$ cat src/rtl/jk_bank_ctrl.sv
// ---------------------------------------------------------------------------
// jk_bank_ctrl
// Round-robin controller that lets R requesters share a single W-bit bank of
// JK flip-flops. One requester is granted per transaction; its masked command
// is latched on the grant edge and applied to the bank on the following edge.
//
// Parameters:
//   W      width of the JK bank (1..16)
//   R      number of requesters (2..8)
//
// Ports:
//   clk    in   1     rising-edge clock
//   rst    in   1     synchronous active-high reset
//   req    in   R     per-requester request level
//   op     in   2R    per-requester command [2r+1:2r]
//                     00 hold/count, 01 clear, 10 set, 11 toggle
//   mask   in   W*R   per-requester bit mask [W*r+W-1:W*r], 1 = bit affected
//   gnt    out  R     one-hot grant (registered)
//   done   out  1     one-cycle pulse, bank update visible on q
//   busy   out  1     high while a granted command is pending
//   q      out  W     bank state
//   q_bar  out  W     ~q
//
// Configuration macro: JK_BANK_CTRL_COUNT_EN
//   defined   : op 00 increments the masked bits as a packed counter
//   undefined : op 00 holds every bit
// ---------------------------------------------------------------------------
module jk_bank_ctrl #(
    parameter int W = 4,
    parameter int R = 3
) (
    input  logic             clk,
    input  logic             rst,
    input  logic [R-1:0]     req,
    input  logic [2*R-1:0]   op,
    input  logic [W*R-1:0]   mask,
    output logic [R-1:0]     gnt,
    output logic             done,
    output logic             busy,
    output logic [W-1:0]     q,
    output logic [W-1:0]     q_bar
);

    localparam int PW = (R > 1) ? $clog2(R) : 1;

    typedef enum logic {
        ST_IDLE  = 1'b0,
        ST_GRANT = 1'b1
    } state_t;

    state_t          r_state;
    logic [PW-1:0]   r_ptr;
    logic [PW-1:0]   r_win;
    logic [1:0]      r_op;
    logic [W-1:0]    r_mask;
    logic [W-1:0]    r_q;
    logic [R-1:0]    r_gnt;
    logic            r_done;
    logic            r_busy;

    logic            w_found;
    logic [PW-1:0]   w_winner;
    logic [W-1:0]    w_j;
    logic [W-1:0]    w_k;
    logic [W-1:0]    w_q_next;

    // Arbitration: first active request scanning upward from r_ptr with wrap.
    // The sum is one bit wider than the pointer so ptr+k never overflows
    // before the wrap subtraction.
    always_comb begin
        logic [PW:0] v_sum;
        w_found  = 1'b0;
        w_winner = '0;
        v_sum    = '0;
        for (int k = 0; k < R; k++) begin
            v_sum = {1'b0, r_ptr} + (PW+1)'(k);
            if (v_sum >= (PW+1)'(R)) begin
                v_sum = v_sum - (PW+1)'(R);
            end else begin
                v_sum = v_sum;
            end
            if (!w_found && req[v_sum[PW-1:0]]) begin
                w_found  = 1'b1;
                w_winner = v_sum[PW-1:0];
            end else begin
                w_found  = w_found;
                w_winner = w_winner;
            end
        end
    end

    // JK vector generation from the latched command; unmasked bits always hold.
`ifdef JK_BANK_CTRL_COUNT_EN
    // Count mode: a masked bit toggles only when every lower masked bit is 1,
    // so the carry chain simply skips unmasked positions.
    always_comb begin
        logic v_carry;
        w_j     = '0;
        w_k     = '0;
        v_carry = 1'b1;
        for (int i = 0; i < W; i++) begin
            if (r_mask[i]) begin
                case (r_op)
                    2'b00: begin
                        w_j[i]  = v_carry;
                        w_k[i]  = v_carry;
                        v_carry = v_carry & r_q[i];
                    end
                    2'b01:   begin w_j[i] = 1'b0; w_k[i] = 1'b1; end
                    2'b10:   begin w_j[i] = 1'b1; w_k[i] = 1'b0; end
                    2'b11:   begin w_j[i] = 1'b1; w_k[i] = 1'b1; end
                    default: begin w_j[i] = 1'b0; w_k[i] = 1'b0; end
                endcase
            end else begin
                w_j[i] = 1'b0;
                w_k[i] = 1'b0;
            end
        end
    end
`else
    // Hold mode: op 00 leaves every bit alone.
    always_comb begin
        w_j = '0;
        w_k = '0;
        for (int i = 0; i < W; i++) begin
            if (r_mask[i]) begin
                case (r_op)
                    2'b01:   begin w_j[i] = 1'b0; w_k[i] = 1'b1; end
                    2'b10:   begin w_j[i] = 1'b1; w_k[i] = 1'b0; end
                    2'b11:   begin w_j[i] = 1'b1; w_k[i] = 1'b1; end
                    default: begin w_j[i] = 1'b0; w_k[i] = 1'b0; end
                endcase
            end else begin
                w_j[i] = 1'b0;
                w_k[i] = 1'b0;
            end
        end
    end
`endif

    // Characteristic JK equation applied bitwise: q+ = J&~q | ~K&q.
    assign w_q_next = (w_j & ~r_q) | (~w_k & r_q);

    // Controller FSM, command latch, bank state and registered outputs.
    always_ff @(posedge clk) begin
        if (rst) begin
            r_state <= ST_IDLE;
            r_ptr   <= '0;
            r_win   <= '0;
            r_op    <= 2'b00;
            r_mask  <= '0;
            r_q     <= '0;
            r_gnt   <= '0;
            r_done  <= 1'b0;
            r_busy  <= 1'b0;
        end else begin
            case (r_state)
                ST_IDLE: begin
                    r_done <= 1'b0;
                    if (w_found) begin
                        r_gnt   <= R'(1) << w_winner;
                        r_win   <= w_winner;
                        r_op    <= op[2*int'(w_winner) +: 2];
                        r_mask  <= mask[W*int'(w_winner) +: W];
                        r_busy  <= 1'b1;
                        r_state <= ST_GRANT;
                    end else begin
                        r_gnt   <= '0;
                        r_busy  <= 1'b0;
                        r_state <= ST_IDLE;
                    end
                end
                ST_GRANT: begin
                    r_q     <= w_q_next;
                    // Pointer only moves on a completed transaction.
                    if (r_win == PW'(R-1)) begin
                        r_ptr <= '0;
                    end else begin
                        r_ptr <= r_win + PW'(1);
                    end
                    r_gnt   <= '0;
                    r_busy  <= 1'b0;
                    r_done  <= 1'b1;
                    r_state <= ST_IDLE;
                end
                default: begin
                    r_gnt   <= '0;
                    r_busy  <= 1'b0;
                    r_done  <= 1'b0;
                    r_state <= ST_IDLE;
                end
            endcase
        end
    end

    assign gnt   = r_gnt;
    assign done  = r_done;
    assign busy  = r_busy;
    assign q     = r_q;
    assign q_bar = ~r_q;

endmodule

$ cat config.mk
export PLATFORM = sky130hd
export DESIGN_NAME = jk_bank_ctrl
export DESIGN_NICKNAME = d
export VERILOG_FILES = /design/src/rtl/jk_bank_ctrl.sv
export SDC_FILE = /design/constraint.sdc
export NUM_CORES = 1
export LEC_CHECK = 0
export CAP_MARGIN = 20
export CELL_PAD_IN_SITES_DETAIL_PLACEMENT = 1
export CELL_PAD_IN_SITES_GLOBAL_PLACEMENT = 2
export CORE_UTILIZATION = 27
export CTS_CLUSTER_SIZE = 14
export DETAILED_ROUTE_END_ITERATION = 8
export GPL_ROUTABILITY_DRIVEN = 0
export MAX_ROUTING_LAYER = met4
export PLACE_DENSITY = 0.91
export SETUP_SLACK_MARGIN = 0.3
export SYNTH_ARGS = -nofsm -noshare
export SYNTH_HDL_FRONTEND = slang
export SYNTH_SLANG_ARGS = --single-unit
$ cat constraint.sdc
create_clock -name clk -period 3.15 [get_ports clk]
set_input_delay 0.945 -clock clk [delete_from_list [all_inputs] [get_ports clk]]
set_output_delay 0.945 -clock clk [all_outputs]
set_load 0.05 [all_outputs]
==> results.md <==
* Clock power frac at 19.9%
* Final net count at 169
* Syn Std Cell Area at 1000 um^2
* Clock Sinks at 19
* Overall global routing resource usage at 14.6%
* Final HPWL from detailed placement at 2100 um
* MaxCap Viol Count at 0
* IO buf count at 35
* Worst clock skew at 3.89 ps
* Final antenna diode count at 0
* Relative slew slack at 65.3%
* GR Overflow Total at 0
* Vias at 948
* Depth of the worst register-to-register path at 7
* Arrival @ worst endpoint at 2720 ps
* Required @ worst endpoint at 3300 ps
* Static leakage power at 0.533 nW
* Post-CTS resize count at 0
* Power density over the cells at 607 nW/um^2
* Number of iterations in the first detailed-routing pass at 4
* Initial standard-cell utilization of the core at 29.2%
* Tightest Pin Transition at 521 ps
* Post-CTS Setup Inserts at 0
* Total cell area at the placement stage at 1410 um^2
* Number of pins with negative max-slew slack in the final report at 0
* Setup TNS Final at 0 ps
* Share of the clock period used by the worst path after layout at 81.6%
* Clock Root Buffer: sky130_fd_sc_hd__clkbuf_8
* Initial antenna violation count at 0
* Post-synth cell types at 30
* Area fraction of the dominant cell type after synthesis at 37.9%
* Post-route cell area at 1460 um^2
* Hold path endpoint: q[3]
* Outcome: finished clean
* Worst Hold Path Cells at 2
* Maximum number of pins on one net before global-route repair at 15
* CP max FO at 8
* Combinational group share of total power at 42.9%
* Most area-consuming cells after synthesis: sky130_fd_sc_hd__dfxtp_1 38%, sky130_fd_sc_hd__mux2i_1 11%, sky130_fd_sc_hd__a32oi_1 5.2%, sky130_fd_sc_hd__ha_1 5.0%, sky130_fd_sc_hd__o21ai_1 4.0%
* Worst R2R End: r_mask[1]
* Number of global-route vias before repair at 967
* Core region area at 3440 um^2
* Detailed-route vias per instance at 5.07
* Unrepaired setup endpoints after global routing: false
* Hold Startpoint: q[3]
* Width of the die at 63.0 um
* I/O pin count at 36
* Die Ht at 63.0 um
* Number of warnings printed during yosys synthesis at 0
* Power dissipated by switching net loads at 348 uW
* Portion of the post-synthesis area used by sequential elements at 37.9%
* Worst VDD drop at 0.215 mV
* Relative area change from synthesis to final layout at 45.0%
* Post-Synthesis Mean Instance Area at 9.65 um^2
* Clock transition at the registers of the reported paths at 80 ps
* H-tree Lvls at 1
* Cts hold-fix bufs at 0
* Synthesized flop and latch total at 19
* Maximum clock frequency at 0.389 GHz
* Cell type with the largest total area after synthesis: sky130_fd_sc_hd__dfxtp_1
* First-pass GRT wire length at 4510 um
* # setup viols final at 0
* Number of synthesized flops with an enable pin at 0
* Clock latency on the worst-skew pair at 260 ps
* HP Class: reg2reg
* Critical Path End Type: register
* Worst setup path category: in2reg
* Kind of start point of the critical path: input pin
* Violation count after the first detailed-routing iteration at 12
* Number of design rule violations left after detail routing at 0
* Reg-to-reg startpoint: r_ptr[0]
* Area of the die at 3960 um^2
* Predominant post-synthesis flop cell: sky130_fd_sc_hd__dfxtp_1
* Post-route minimum period at 2570 ps
* Max clock buf depth at 2
* Fraction of final layout cells with drive strength greater than 1 at 7.80%
* Wire length reported by the detailed router at 2650 um
* Number of cells produced by synthesis at 104
* Internal reg-to-reg setup slack at 990 ps
* Floorplan row count at 21
* Fraction of power spent switching nets at 39.3%
* Antenna violation net count after detailed routing at 0
* TritonCTS buffer count at 3
* Internal at 536 uW
* Routed WL per cell at 14.1 um
* Share of flip-flops with an asynchronous set or reset at 0%
* TritonCTS clock tree: done
* Final hold vios at 0
* Syn nets at 131
* Reg power frac at 37.1%
[power groups by stage]
stage | combinational [mW] | clock [mW] | sequential (mW)
6_report | 0.379 | 0.176 | 0.328
5_1_grt | 0.408 | 0.187 | 0.336
4_1_cts | 0.383 | 0.178 | 0.328
3_5_place_dp | 0.379 | 0 | 0.333
3_3_place_gp | 0.367 | 0 | 0.332
2_1_floorplan | 0.226 | 0 | 0.369
[how the worst max path moves through the flow]
stage          cells after the start  slack [ps]        end    from
6_report                           6         580    r_op[0]  req[1]
5_1_grt                            6         410    r_op[0]  req[1]
4_1_cts                            6         560    r_op[0]  req[1]
3_5_place_dp                       6         290  r_mask[1]  req[1]
3_3_place_gp                       6         380    r_op[1]  req[1]
2_1_floorplan                      6        1080  r_mask[0]  req[1]
[critical path, cell delays in order]
cell                              delay (ps)
sky130_fd_sc_hd__clkdlybuf4s50_1         540
sky130_fd_sc_hd__mux2i_1                 140
sky130_fd_sc_hd__o21ai_1                 310
sky130_fd_sc_hd__a22o_1                  450
sky130_fd_sc_hd__mux2i_1                 260
sky130_fd_sc_hd__o21ai_1                  70
[per-stage QoR]
stage                     worst slack [ps]  hold slack (ps)  total power, mW  cells  utilization, %
after floorplan                       1080              465            0.595    104               -
after global placement                 382              458            0.699    183            40.9
after detailed placement               289              461            0.712    183            40.9
after CTS                              564              474            0.888    187            42.3
after global routing                   412              498            0.930    187            42.3
final                                  579              470            0.883    187            42.3
[metal layers]
| layer | vias to the layer above | GRT usage [%] | part of all wire [%] |
|---|---|---|---|
| li1 | 466 | - | - |
| met1 | 455 | 17.8 | 44 |
| met2 | 21 | 23.9 | 50 |
| met3 | 6 | 2.01 | 3.6 |
| met4 | 0 | 6.10 | 2.0 |
| met5 | - | - | 0 |
[logic make-up (layout without fill, tap and decap cells)]
kind of cell               Yosys count  in the layout  synth area share [%]
and+or+nand+nor                     26             26                  14.8
AOI/OAI and AO/OA                   32             32                  26.6
DFF                                 19             19                  37.9
adders and majority gates            4              4                  4.99
buffers and inverters               12             49                  4.74
muxes                               11             11                  11.0
[cell usage in the layout (no fill, tap or decap)]
cell,n
sky130_fd_sc_hd__clkdlybuf4s50_1,35
sky130_fd_sc_hd__dfxtp_1,19
sky130_fd_sc_hd__mux2i_1,11
sky130_fd_sc_hd__nor2_1,9
sky130_fd_sc_hd__inv_1,8
sky130_fd_sc_hd__o21ai_1,8
sky130_fd_sc_hd__a32oi_1,6
sky130_fd_sc_hd__nand3b_1,4
sky130_fd_sc_hd__a31oi_1,4
sky130_fd_sc_hd__ha_1,4
sky130_fd_sc_hd__nand3_1,3
sky130_fd_sc_hd__a41oi_1,3
sky130_fd_sc_hd__clkbuf_8,3
sky130_fd_sc_hd__and3_1,2
sky130_fd_sc_hd__nand2b_1,2
sky130_fd_sc_hd__a21oi_1,2
sky130_fd_sc_hd__nor2b_1,2
sky130_fd_sc_hd__buf_4,2
sky130_fd_sc_hd__o2bb2ai_1,1
sky130_fd_sc_hd__o31ai_4,1
sky130_fd_sc_hd__o211a_1,1
sky130_fd_sc_hd__o21a_1,1
sky130_fd_sc_hd__or2_4,1
sky130_fd_sc_hd__a311oi_4,1
sky130_fd_sc_hd__nand2b_4,1
sky130_fd_sc_hd__a22o_1,1
sky130_fd_sc_hd__a31oi_2,1
sky130_fd_sc_hd__nand2_1,1
sky130_fd_sc_hd__nand4_1,1
sky130_fd_sc_hd__o32a_1,1
sky130_fd_sc_hd__a211oi_1,1
sky130_fd_sc_hd__clkinv_2,1
[synthesized netlist by cell type, types with 2 or more instances]
library cell               instances
sky130_fd_sc_hd__a21oi_1           2
sky130_fd_sc_hd__a31oi_1           4
sky130_fd_sc_hd__a32oi_1           6
sky130_fd_sc_hd__a41oi_1           3
sky130_fd_sc_hd__and3_1            2
sky130_fd_sc_hd__buf_2             2
sky130_fd_sc_hd__clkbuf_1          2
sky130_fd_sc_hd__dfxtp_1          19
sky130_fd_sc_hd__ha_1              4
sky130_fd_sc_hd__inv_1             8
sky130_fd_sc_hd__mux2i_1          11
sky130_fd_sc_hd__nand2b_1          2
sky130_fd_sc_hd__nand3_1           3
sky130_fd_sc_hd__nand3b_1          4
sky130_fd_sc_hd__nor2_1            9
sky130_fd_sc_hd__nor2b_1           2
sky130_fd_sc_hd__o21ai_1           8
[state kept, by name (all words and copies together) (netlist names)]
register and count:
q 4, r_mask 4, done 1, r_ptr 2, gnt 3, r_win 2, r_op 2, busy 1
[cell type report]
class,count,area [um^2]
timing repair buffer,37,365
sequential,19,380
clock buffer,3,41.3
tap,46,57.6
clock inverter,1,5.00
fill,392,1990
multi-input combinational,73,576
inverter,8,30.0
Note: power is estimated with default switching activity, not from simulation.
